### src/rtl/add_share_arb_pkg.sv
// Package shared by the add_share_arb slice.
// Contents:
//   DATA_W      - width of operands and result (16)
//   MAX_REQ     - largest supported requester count (8)
//   IDX_W       - index width for MAX_REQ requesters
//   arb_state_t - IDLE / EXEC / RESP state encoding
//   rr_pick()   - round-robin pick: first set bit at or after ptr, with wrap
package add_share_arb_pkg;

    localparam int DATA_W  = 16;
    localparam int MAX_REQ = 8;
    localparam int IDX_W   = 3;

    typedef enum logic [1:0] {
        IDLE,
        EXEC,
        RESP
    } arb_state_t;

    // Scans num_req positions upward from ptr and wraps at num_req.
    // Returns 0 when no request is set; callers qualify with |req.
    function automatic logic [IDX_W-1:0] rr_pick(
        input logic [MAX_REQ-1:0] req,
        input logic [IDX_W-1:0]   ptr,
        input int                 num_req
    );
        logic             found;
        logic [IDX_W-1:0] idx;
        rr_pick = '0;
        found   = 1'b0;
        for (int k = 0; k < MAX_REQ; k++) begin
            if (k < num_req) begin
                idx = IDX_W'((int'(ptr) + k) % num_req);
                if (!found && req[idx]) begin
                    found   = 1'b1;
                    rr_pick = idx;
                end
            end
        end
    endfunction

endpackage

### src/rtl/add_share_arb_rr_arbiter.sv
// Combinational round-robin arbiter used by add_share_arb.
// Ports:
//   req       - per-requester request vector
//   ptr       - round-robin start position (owned by the parent)
//   grant_oh  - one-hot grant, all zero when no request is set
//   grant_idx - index of the granted requester
//   grant_any - at least one request is set
module rr_arbiter
    import add_share_arb_pkg::*;
#(
    parameter int NUM_REQ = 4,
    parameter int ID_W    = $clog2(NUM_REQ)
) (
    input  logic [NUM_REQ-1:0] req,
    input  logic [ID_W-1:0]    ptr,
    output logic [NUM_REQ-1:0] grant_oh,
    output logic [ID_W-1:0]    grant_idx,
    output logic               grant_any
);

    logic [MAX_REQ-1:0] req_ext;
    logic [IDX_W-1:0]   pick;

    // NOTE: every variable gets a default before any conditional
    // assignment so that no path leaves it unassigned (no latch).
    always_comb begin
        req_ext              = '0;
        req_ext[NUM_REQ-1:0] = req;
        pick                 = rr_pick(req_ext, IDX_W'(ptr), NUM_REQ);
        grant_idx            = pick[ID_W-1:0];
        grant_any            = |req;
        grant_oh             = grant_any ? (NUM_REQ'(1) << grant_idx) : '0;
    end

endmodule

### src/rtl/cla16.sv
// 16-bit adder mapped onto the CARRY4 chain.
// Ports:
//   a, b - 16-bit operands
//   cin  - carry in
//   sum  - (a + b + cin) mod 2^16; the carry out of bit 15 is not produced
module cla16 (
    input  logic [15:0] a,
    input  logic [15:0] b,
    input  logic        cin,
    output logic [15:0] sum
);

    // Generate/propagate form, one bit per chain stage.
    always_comb begin
        logic carry;
        carry = cin;
        sum   = '0;
        for (int i = 0; i < 16; i++) begin
            sum[i] = a[i] ^ b[i] ^ carry;
            carry  = (a[i] & b[i]) | ((a[i] ^ b[i]) & carry);
        end
    end

endmodule

### src/rtl/add_share_arb.sv
// Shares one cla16 adder among NUM_REQ requesters with round-robin
// arbitration. One operation in flight: IDLE (grant) -> EXEC (add) ->
// RESP (hold result until rsp_ready).
// Ports:
//   clk, rst   - clock, synchronous active-high reset
//   req_valid  - per-requester request
//   req_ready  - one-hot accept strobe, combinational in the grant cycle
//   req_a/b    - operands, slice i = [16*i +: 16]
//   rsp_valid  - result available; rsp_ready - consumer accepts it
//   rsp_id     - requester that owns rsp_sum
//   rsp_sum    - (a + b) mod 2^16
//   busy       - state != IDLE
//   grant_cnt  - only with ADD_SHARE_ARB_STATS_EN: saturating 16-bit
//                grant count per requester, slice i = [16*i +: 16]
module add_share_arb
    import add_share_arb_pkg::*;
#(
    parameter int NUM_REQ = 4,
    parameter int ID_W    = $clog2(NUM_REQ)
) (
    input  logic                      clk,
    input  logic                      rst,
    input  logic [NUM_REQ-1:0]        req_valid,
    output logic [NUM_REQ-1:0]        req_ready,
    input  logic [NUM_REQ*DATA_W-1:0] req_a,
    input  logic [NUM_REQ*DATA_W-1:0] req_b,
    output logic                      rsp_valid,
    input  logic                      rsp_ready,
    output logic [ID_W-1:0]           rsp_id,
    output logic [DATA_W-1:0]         rsp_sum,
    output logic                      busy
`ifdef ADD_SHARE_ARB_STATS_EN
    ,
    output logic [NUM_REQ*DATA_W-1:0] grant_cnt
`endif
);

    arb_state_t          state;
    logic [ID_W-1:0]     rr_ptr;
    logic [ID_W-1:0]     op_id;
    logic [DATA_W-1:0]   op_a;
    logic [DATA_W-1:0]   op_b;
    logic [DATA_W-1:0]   sum;
    logic [NUM_REQ-1:0]  grant_oh;
    logic [ID_W-1:0]     grant_idx;
    logic                grant_any;
    logic                grant_fire;
    logic [ID_W-1:0]     ptr_next;

    rr_arbiter #(
        .NUM_REQ (NUM_REQ),
        .ID_W    (ID_W)
    ) u_arb (
        .req       (req_valid),
        .ptr       (rr_ptr),
        .grant_oh  (grant_oh),
        .grant_idx (grant_idx),
        .grant_any (grant_any)
    );

    // Adder sees registered operands only.
    cla16 u_add (
        .a   (op_a),
        .b   (op_b),
        .cin (1'b0),
        .sum (sum)
    );

    // Gated by rst so req_ready reads 0 while reset is held.
    assign grant_fire = (state == IDLE) && grant_any && !rst;
    assign req_ready  = grant_fire ? grant_oh : '0;
    assign busy       = (state != IDLE);
    assign ptr_next   = (grant_idx == ID_W'(NUM_REQ - 1)) ? '0 : grant_idx + 1'b1;

    // NOTE: sequential state uses non-blocking assignments so every
    // register samples pre-edge values, independent of statement order.
    always_ff @(posedge clk) begin
        if (rst) begin
            state     <= IDLE;
            rr_ptr    <= '0;
            rsp_valid <= 1'b0;
            rsp_id    <= '0;
            rsp_sum   <= '0;
            // NOTE: operand registers are always written before use, but
            // are reset anyway; they are few and it keeps the state clean.
            op_a      <= '0;
            op_b      <= '0;
            op_id     <= '0;
        end else begin
            case (state)
                IDLE: begin
                    if (grant_any) begin
                        op_a   <= req_a[grant_idx*DATA_W +: DATA_W];
                        op_b   <= req_b[grant_idx*DATA_W +: DATA_W];
                        op_id  <= grant_idx;
                        rr_ptr <= ptr_next;
                        state  <= EXEC;
                    end
                end
                EXEC: begin
                    rsp_sum   <= sum;
                    rsp_id    <= op_id;
                    rsp_valid <= 1'b1;
                    state     <= RESP;
                end
                RESP: begin
                    if (rsp_ready) begin
                        rsp_valid <= 1'b0;
                        state     <= IDLE;
                    end
                end
                default: state <= IDLE;
            endcase
        end
    end

`ifdef ADD_SHARE_ARB_STATS_EN
    always_ff @(posedge clk) begin
        if (rst) begin
            grant_cnt <= '0;
        end else if (grant_fire) begin
            for (int i = 0; i < NUM_REQ; i++) begin
                if (grant_oh[i] && (grant_cnt[i*DATA_W +: DATA_W] != {DATA_W{1'b1}})) begin
                    grant_cnt[i*DATA_W +: DATA_W] <= grant_cnt[i*DATA_W +: DATA_W] + 1'b1;
                end
            end
        end
    end
`endif

endmodule

### config.mk
export PLATFORM = sky130hd
export DESIGN_NAME = add_share_arb
export DESIGN_NICKNAME = d
export VERILOG_FILES = /design/src/rtl/add_share_arb_pkg.sv /design/src/rtl/add_share_arb_rr_arbiter.sv /design/src/rtl/cla16.sv /design/src/rtl/add_share_arb.sv
export SDC_FILE = /design/constraint.sdc
export NUM_CORES = 1
export LEC_CHECK = 0
export CAP_MARGIN = 25
export CORE_MARGIN = 2
export CORE_UTILIZATION = 46
export CTS_CLUSTER_DIAMETER = 30
export DETAILED_ROUTE_END_ITERATION = 8
export PLACE_DENSITY = 0.88
export REMOVE_ABC_BUFFERS = 1
export SYNTH_ARGS = -nofsm -noshare
export SYNTH_HDL_FRONTEND = slang
export SYNTH_SLANG_ARGS = --single-unit
export TNS_END_PERCENT = 100
### constraint.sdc
create_clock -name clk -period 13.66 [get_ports clk]
set_input_delay 1.366 -clock clk [delete_from_list [all_inputs] [get_ports clk]]
set_output_delay 1.366 -clock clk [all_outputs]
set_load 0.05 [all_outputs]
==> flow_summary.yaml <==
finish:
  stdcell_count: 652
  diodes: 0
  syn_to_final_growth_pct: 52.4
  layout.cells.most_common: "clkdlybuf4s50_1"
  finalNetCount: 702
  layout_common_cells: "158 x clkdlybuf4s50_1, 74 x nand2_1, 57 x dfxtp_1"
  final_layout_size_suffix_gt1_share_pct: 5.61
detailed_routing:
  num_vias: 3452
  routed_via_density: 5.29
  drc: 0
  routed_wl_um: 9700
  wl_per_cell_um: 14.9
  ant_nets: 0
  dr.pass1.iters: 4
  drt_iter0_drc: 133
timing:
  layout_setup_ws_ns: 6.94
  fmax_ghz: 0.149
  worst_slew_pin_slew_ns: 0.871
  tns_ns: 0
  rsz0062_at_grt: "false"
  finalSetupViolations: 0
  relSlewSlack_pct: 41.6
  finalHoldViolations: 0
  fin_crit_sh_pct: 49.2
  fin_crit_ns: 6.72
  clock_skew_ns: 0.00966
  maxSlewViolCount: 0
grt:
  grt.overflow.total: 0
  grt_pass1_vias: 3470
  antenna_found_initial: 0
  grt_max_degree: 65
  track_usage_pct: 23.3
  grt_pass1_wl_um: 15800
pwr:
  total_power_mw: 0.606
  power_frac_seq_pct: 35.8
  irDropWorstVdd_mv: 0.0574
  swShare_pct: 34.7
  cellLeakagePower_nw: 1.95
  power.switching_mw: 0.210
  p_clk_share_pct: 25.6
  p_int_mw: 0.395
  p_comb_share_pct: 38.7
  powerDensity_nw_per_um2: 113
clock_network:
  ctsHoldBuffers: 0
  insertion_delay_ns: 0.33
  cts_root_buf: "clkbuf_8"
  cts.sinks: 57
  cts_setup_buffers: 0
  cts_tree: "built"
  cts_buffers: 9
  htreeDepth: 3
  path_clk_slew_ns: 0.06
  cts_resized: 0
  clk_path_buf_depth: 2
logic_synthesis:
  netlist_instances: 405
  synth.top_cell.area_share_pct: 32.5
  synth_largest_area_cell: "dfxtp_1"
  synth_seq_cells: 57
  mappedNetlistArea_um2: 3510
  seq_area_frac_synth_pct: 32.5
  yosys_warnings: 0
  avgSynthCellArea_um2: 8.66
  synth_area_leaders: "dfxtp_1 33%, mux2i_1 9.1%, fa_1 8.0%, nand2_1 7.9%, nor3b_1 7.1%"
  ys_types: 35
setup_path:
  crit_path_end_kind: "flip-flop"
  path_buf_inv: 0
  cpLargestDelayFamily: "adder cells"
  path_depth: 19
  crit_required_ns: 13.92
  worstPathMaxFanout: 2
  crit_top_cell: "fa_1"
  critPathKind: "flip-flop to flip-flop"
  arrival_ns: 6.98
  cpMaxStageDelayCell: "fa_1"
  cp_cell_sequence: "ha_1 > fa_1 > fa_1 > fa_1 > fa_1 > fa_1 > fa_1 > fa_1 > fa_1 > fa_1 > fa_1 > fa_1 > fa_1 > fa_1 > fa_1 > xnor2_1 > xnor2_1 > nand2_1 > a21oi_1"
  crit_path_start_kind: "flip-flop"
  rr_worst_depth: 19
  critical-path-max-stage-delay_ns: 0.42
outcome:
  outcome: "finished clean"
placement:
  hpwl_um: 7040
  place_inst: 635
  io_buffers: 158
  place.gp.congestion: 0.786
  place_ws_ns: 6.95
floorplan:
  fp.dieW_um: 91.3
  die_y_um: 91.3
  start_util_pct: 47.8
  die_area_um2: 8340
  row_count: 31
  core_um2: 7330
  io_pins: 159
worst_hold_path:
  min_path_cells: 2
  hp-class: "flip-flop to flip-flop"
flow_run:
  drv_cap: 0
worst reg2reg max path, stage by stage, from the launching register on:
cell	delay, ns
dfxtp_1	0.32
ha_1	0.21
fa_1	0.40
fa_1	0.40
fa_1	0.39
fa_1	0.39
fa_1	0.40
fa_1	0.40
fa_1	0.40
fa_1	0.39
fa_1	0.41
fa_1	0.41
fa_1	0.42
fa_1	0.39
fa_1	0.38
fa_1	0.38
xnor2_1	0.17
xnor2_1	0.14
nand2_1	0.07
a21oi_1	0.17
kinds of logic (layout without fill, tap and decap cells):
group / after synthesis / count (layout) / synth area share [%]
buf+inv: 37 / 185 / 5.07
compound gates: 127 / 127 / 23.6
mux: 32 / 32 / 9.14
fa+ha+maj: 19 / 19 / 9.78
flops: 57 / 57 / 32.5
simple gates: 131 / 131 / 19.4
xor+xnor: 2 / 2 / 0.500
Yosys cell counts:
cell type and n:
or3_1 1, inv_1 4, nor2_4 1, nand2b_1 2
ha_1 5, nand2_1 74, o31a_1 1, buf_6 3
and2_1 4, nor2_1 7, nor3_4 1, fa_1 14
a221oi_1 1, mux2i_1 32, o21ai_1 8, nor4_2 1
o22ai_1 1, a211oi_1 3, a21oi_1 24, inv_4 1
o31ai_4 1, clkbuf_1 17, buf_1 5, and2b_1 1
xnor2_1 2, or2_2 2, o21ai_0 25, o21a_1 31
o21bai_1 1, nor3b_1 33, buf_4 2, buf_2 5
o211ai_1 31, dfxtp_1 57, nor2b_1 4
path summary, 6_finish.rpt:
kind | start | to | slack, ns
max reg2reg | op_a[0] | rsp_sum[15] | 6.94
min | rsp_sum[11] | rsp_sum[11] | 0.45
max | op_a[0] | rsp_sum[15] | 6.94
min reg2reg | rsp_sum[11] | rsp_sum[11] | 0.45
metrics by stage:
stage               utilization (%)  cell area, um2  hold slack (ns)
floorplan                         -            3350            0.426
global placement               69.6            5100            0.442
detailed placement             69.8            5120            0.447
CTS                            72.5            5320            0.456
global route                   72.9            5340            0.472
finish                         72.9            5340            0.453
flip-flops by register name (all words and copies together), names as in the netlist:
signal,flops
op_b,16
rsp_sum,16
op_a,16
state,2
op_id,2
rsp_valid,1
rr_ptr,2
rsp_id,2
final cells by class:
cell class                      instances  area (um2)
Clock buffer                           11         141
Inverter                                5        21.3
Clock inverter                          5        55.1
Sequential cell                        57        1140
Multi-Input combinational cell        311        2210
Fill cell                             557        1990
Tap cell                               99         124
Timing Repair Buffer                  164        1650
power by group through the flow:
stage                     combinational [mW]  sequential [mW]  clock [mW]
after floorplan                        0.121            0.239           0
after global placement                 0.223            0.219           0
after detailed placement               0.231            0.220           0
after CTS                              0.233            0.217       0.157
after global routing                   0.256            0.220       0.164
final                                  0.234            0.217       0.155
layer usage:
layer  wire length (um)  GRT usage [%]  share of wire, %  up-vias
met5                  0              0                 0        -
met4                140           7.70               1.4        0
met3                528           5.64               5.4       17
met2               5320           43.3                55      118
met1               3710           25.9                38     1602
li1                   -              -                 -     1715
No activity file was read; power rests on OpenSTA's default activity.
